File: src/rtl/cubic_seq_if.sv
// Handshake bundle for cubic_seq: sample in, f(x) result out.
// master = sample source / result consumer, slave = evaluator.
interface cubic_seq_if;
  logic [9:0] in_data;
  logic       in_valid;
  logic       in_ready;
  logic [9:0] out_data;
  logic       out_ovf;
  logic       out_valid;
  logic       out_ready;

  modport master (
    output in_data,
    output in_valid,
    output out_ready,
    input  in_ready,
    input  out_data,
    input  out_ovf,
    input  out_valid
  );

  modport slave (
    input  in_data,
    input  in_valid,
    input  out_ready,
    output in_ready,
    output out_data,
    output out_ovf,
    output out_valid
  );
endinterface

File: src/rtl/cubic_seq.sv
// f(x) = 0.85*x^3 + 1 evaluated over four steps
// on a single shared signed multiplier.
module cubic_seq #(
  parameter logic [9:0] CONST_K   = 10'd435,
  parameter logic [9:0] CONST_ONE = 10'd64
) (
  input  logic clk,
  input  logic rst,
  cubic_seq_if.slave bus
);

  typedef enum logic [2:0] {
    IDLE, SQ, CUB, MUL, DONE
  } state_t;

  state_t state, state_nx;

  logic [9:0] x;
  logic [9:0] sq;
  logic [9:0] cub;
  logic [9:0] out_data_q;
  logic       out_ovf_q;

  logic signed [19:0] op_a;
  logic signed [19:0] op_b;
  logic [19:0] p;
  logic ovf_sq;
  logic ovf_cub;

  // operand mux: one product per cycle
  always_comb begin
    op_a = '0;
    op_b = '0;
    unique case (state)
      SQ: begin
        op_a = {{10{x[9]}}, x};
        op_b = {{10{x[9]}}, x};
      end
      CUB: begin
        op_a = {10'b0, sq};
        op_b = {{10{x[9]}}, x};
      end
      MUL: begin
        op_a = {{10{cub[9]}}, cub};
        op_b = {10'b0, CONST_K};
      end
      default: ;
    endcase
  end

  assign p = op_a * op_b;

  assign ovf_sq  = |p[19:17];
  assign ovf_cub = (p[19:17] != 3'b000)
                && (p[19:17] != 3'b111);

  always_ff @(posedge clk or posedge rst) begin
    if (rst) state <= IDLE;
    else     state <= state_nx;
  end

  always_comb begin
    state_nx = state;
    unique case (state)
      IDLE: if (bus.in_valid) state_nx = SQ;
      SQ:   state_nx = ovf_sq ? DONE : CUB;
      CUB:  state_nx = ovf_cub ? DONE : MUL;
      MUL:  state_nx = DONE;
      DONE: if (bus.out_ready) state_nx = IDLE;
      default: state_nx = IDLE;
    endcase
  end

  always_ff @(posedge clk or posedge rst) begin
    if (rst) begin
      x          <= '0;
      sq         <= '0;
      cub        <= '0;
      out_data_q <= '0;
      out_ovf_q  <= 1'b0;
    end else begin
      unique case (state)
        IDLE: if (bus.in_valid) x <= bus.in_data;
        SQ: begin
          sq <= 10'(p >> 7);
          if (ovf_sq) begin
            out_data_q <= '0;
            out_ovf_q  <= 1'b1;
          end
        end
        CUB: begin
          cub <= 10'(p >> 8);
          if (ovf_cub) begin
            out_data_q <= '0;
            out_ovf_q  <= 1'b1;
          end
        end
        MUL: begin
          out_data_q <= 10'(p >> 9) + CONST_ONE;
          out_ovf_q  <= 1'b0;
        end
        default: ;
      endcase
    end
  end

  always_comb begin
    bus.in_ready  = (state == IDLE);
    bus.out_valid = (state == DONE);
    bus.out_data  = out_data_q;
    bus.out_ovf   = out_ovf_q;
  end

endmodule

File: src/flat_wrapper.sv
// flat-port wrapper written by rule: the top's interface ports become plain ports
module cubic_seq_flat 
#(
  parameter logic [9:0] CONST_K   = 10'd435,
  parameter logic [9:0] CONST_ONE = 10'd64
)
  (clk, rst, bus_in_data, bus_in_valid, bus_out_ready, bus_in_ready, bus_out_data, bus_out_ovf, bus_out_valid);
  cubic_seq_if bus_i ();
  input  logic clk;
  input  logic rst;
  input wire logic [$bits(bus_i.in_data)-1:0] bus_in_data;
  input wire logic [$bits(bus_i.in_valid)-1:0] bus_in_valid;
  input wire logic [$bits(bus_i.out_ready)-1:0] bus_out_ready;
  output wire logic [$bits(bus_i.in_ready)-1:0] bus_in_ready;
  output wire logic [$bits(bus_i.out_data)-1:0] bus_out_data;
  output wire logic [$bits(bus_i.out_ovf)-1:0] bus_out_ovf;
  output wire logic [$bits(bus_i.out_valid)-1:0] bus_out_valid;
  assign bus_i.in_data = bus_in_data;
  assign bus_i.in_valid = bus_in_valid;
  assign bus_i.out_ready = bus_out_ready;
  assign bus_in_ready = bus_i.in_ready;
  assign bus_out_data = bus_i.out_data;
  assign bus_out_ovf = bus_i.out_ovf;
  assign bus_out_valid = bus_i.out_valid;
  cubic_seq #(.CONST_K(CONST_K), .CONST_ONE(CONST_ONE)) u_core (.clk(clk), .rst(rst), .bus(bus_i));
endmodule
File: config.mk
export PLATFORM = sky130hd
export DESIGN_NAME = cubic_seq_flat
export DESIGN_NICKNAME = d
export VERILOG_FILES = /design/src/rtl/cubic_seq_if.sv /design/src/rtl/cubic_seq.sv /design/src/flat_wrapper.sv
export SDC_FILE = /design/constraint.sdc
export NUM_CORES = 1
export LEC_CHECK = 0
export CAP_MARGIN = 5
export CELL_PAD_IN_SITES_DETAIL_PLACEMENT = 1
export CELL_PAD_IN_SITES_GLOBAL_PLACEMENT = 2
export CORE_ASPECT_RATIO = 2
export CORE_MARGIN = 5
export CORE_UTILIZATION = 41
export CTS_CLUSTER_SIZE = 28
export DETAILED_ROUTE_END_ITERATION = 10
export PLACE_DENSITY_LB_ADDON = 0.1
export REMOVE_ABC_BUFFERS = 1
export SKIP_CTS_REPAIR_TIMING = 1
export SLEW_MARGIN = 40
export SYNTH_ARGS = -nofsm -noshare
export SYNTH_HDL_FRONTEND = slang
export SYNTH_SLANG_ARGS = --single-unit
File: constraint.sdc
create_clock -name clk -period 9.9 [get_ports clk]
set_input_delay 1.98 -clock clk [delete_from_list [all_inputs] [get_ports clk]]
set_output_delay 1.98 -clock clk [all_outputs]
set_load 0.005 [all_outputs]
==> flow_summary_export.csv <==
group,metric,value,unit
routing,viasPerCell,5.29,
logic_synthesis,synth_top_cells_by_area,"fa_1 (34%), dfrtp_1 (15%), ha_1 (12%)",
grt,grt_overflow,0,
logic_synthesis,synth_top_area_cell,"fa_1",
floorplan,die_w,106,um
critical_path,critPathMaxStageDelay,0.68,ns
routing,vias,5511,
floorplan,dieArea,21300,um^2
job,drv_cap,0,
routing,drtIter0Drc,165,
layout,finalNetCount,1042,
pwr,total_power,2.86,mW
critical_path,cp.arrival,9.05,ns
critical_path,worstPathRequired,10.07,ns
logic_synthesis,synth_edf_count,0,
critical_path,r2r-start,"u_core.state[0]$_DFFE_PP0P_",
floorplan,initial_core_util,41.4,%
grt,grt_antenna_before_repair,1,
critical_path,crit_slowest_cell,"dfrtp_1",
logic_synthesis,async_reset_ff_share,100,%
sta,final-setup-viol-count,0,
logic_synthesis,netlist_instances,797,
cts,cts_root_buffer,"clkbuf_16",
logic_synthesis,ys_seq_elements,44,
grt,grt_pass1_vias,6623,
layout,drive_above_1_share,7.51,%
cts,cts_buffers,5,
critical_path,cp_max_fo,15,
critical_path,crit_type,"reg2reg",
grt,grt_use_total,24.9,%
layout,final_cells,1042,
logic_synthesis,avgSynthCellArea,9.42,um^2
place,routabilityCongestion,0.934,
floorplan,die_y,201,um
cts,clockBufferDepth,2,
logic_synthesis,synth_cell_types,65,
routing,firstDrtPassIters,4,
cts,clk_latency,0.28,ns
logic_synthesis,ys_top_cells_by_count,"inv_1 (168), fa_1 (128), nand2_1 (104)",
sta,final.setup.tns,0,ns
sta,finalCriticalPeriod,8.88,ns
logic_synthesis,yosysTopAreaCellShare,34.1,%
grt,grt_max_degree,45,
critical_path,critPathLaunchType,"flop",
cts,clkTransAtPathRegs,0.06,ns
grt,grt_pass1_wl,39200,um
sta,fmax,113,MHz
outcome,status,"finished clean",
logic_synthesis,synth-main-ff-cell,"dfrtp_1",
routing,drc,0,
critical_path,cp_common_cell,"fa_1",
routing,wl_per_cell,23.8,um
critical_path,crit_path_end_kind,"flop",
place,placed_area,8050,um^2
logic_synthesis,syn-cell-area,7510,um^2
pwr,irDropWorstVdd,0.219,mV
cts,cts_tree,"done",
layout,n_fill_cell,2092,
floorplan,rows,70,
layout,antenna_cells,0,
sta,rsz0062_at_grt,"no",
layout,final_area,8200,um^2
worst_hold_path,hold_path.class,"reg2reg",
layout,utilization,45.2,%
place,dpl.hpwl,22000,um
cts,htree_levels,2,
sta,finalClockSkew,0.00579,ns
floorplan,core-area,18100,um^2
routing,drt_wl_total,24800,um
logic_synthesis,ys.warnings.count,0,
pwr,leakagePower,4.15,nW
worst_hold_path,min_from,"u_core.sq[9]$_DFFE_PP0N_",
logic_synthesis,ys_seq_area_share,14.7,%
layout,multiInputGateArea,5680,um^2
sta,drv_slew,0,
layout,syn_to_final_growth,9.21,%
logic_synthesis,synth_most_common_cell,"inv_1",
pwr,powerDensity,349,nW/um^2
sta,finalHoldViolCount,0,
sta,worst_pin_slew,0.831,ns
floorplan,io_pins,27,
cts,cts_sinks,44,
place,placed_cells,1034,
critical_path,timing.critical_path.from,"u_core.state[0]$_DFFE_PP0P_",
routing,ant_nets,0,
sta,slew_headroom,44.4,%
sta,fin_crit_sh,89.7,%
layout,regArea,1100,um^2
place,io_buffer_count,26,
[state kept, by name (all words and copies together) (netlist names)]
name,count
u_core.x,10
u_core.state,3
u_core.bus.out_data,10
u_core.cub,10
u_core.sq,10
u_core.bus.out_ovf,1
[power breakdown]
group / leakage, nW / switching (mW) / internal, mW
Clock: 0.0766 / 0.0664 / 0.0994
Sequential: 0.571 / 0.0824 / 0.245
Combinational: 3.50 / 1.45 / 0.915
[layout by cell type (no fill, tap or decap), types with 7 or more instances in the layout]
cell type,n
a21oi_1,17
buf_4,15
clkdlybuf4s50_1,26
dfrtp_1,44
fa_1,128
ha_1,75
inv_1,167
mux2_2,21
nand2_1,104
nand2b_1,7
nand3_1,8
nor2_1,73
o21ai_0,17
xnor2_1,31
[metal layers]
layer | share of wire (%) | vias to the layer above | track usage, %
met1 | 31 | 2830 | 23.3
met4 | 7.8 | 2 | 14.6
met5 | 0.052 | - | 0
met3 | 1.6 | 61 | 1.96
met2 | 60 | 98 | 50.3
li1 | - | 2520 | -
[path summary, 6_finish.rpt]
check / endpoint / slack, ns / depth (start not counted)
hold reg to reg: u_core.sq[9]$_DFFE_PP0N_ / 0.48 / 2
hold / removal: u_core.sq[9]$_DFFE_PP0N_ / 0.48 / 2
setup reg to reg: u_core.bus.out_data[9]$_DFFE_PP0P_ / 1.02 / 28
min in group asynchronous: u_core.x[5]$_DFFE_PP0P_ / 2.11 / 2
max in group asynchronous: u_core.sq[7]$_DFFE_PP0N_ / 7.42 / 2
setup / recovery: u_core.bus.out_data[9]$_DFFE_PP0P_ / 1.02 / 28
[cell families (layout without fill, tap and decap cells)]
logic type,Yosys count,in the layout,share of synthesized area (%)
AND/OR/NAND/NOR,222,222,12.8
adder cells (fa/ha/maj),204,204,46.8
buffers and inverters,188,217,9.76
AO/OA/AOI/OAI,73,73,7.08
flip-flops,44,44,14.7
XOR/XNOR,39,39,4.85
multiplexers,27,27,4.12
[worst max-delay path, delay by kind of cell, from the launching register on]
kind            cells  cell delay, ns
fa+ha+maj           8            3.90
simple gates        9            2.45
compound gates      5            1.20
flops               1            0.68
buf+inv             5            0.33
xor+xnor            1            0.19
[layout make-up]
| type | instances | share of cell area, % |
|---|---|---|
| inverters | 168 | 7.72 |
| flip-flops and latches | 44 | 13.4 |
| clock buffers | 6 | 1.69 |
| repair buffers | 41 | 4.55 |
| multi-input cells | 565 | 69.2 |
| clock inverters | 2 | 0.122 |
| well taps | 216 | 3.30 |
[through the flow]
| stage | worst slack [ns] | hold slack, ns |
|---|---|---|
| floorplan | 2.17 | 0.443 |
| global placement | 1.14 | 0.469 |
| detailed placement | 1.02 | 0.467 |
| CTS | 0.950 | 0.480 |
| global route | 0.573 | 0.506 |
| finish | 1.02 | 0.484 |
Note: power is estimated with default switching activity, not from simulation.
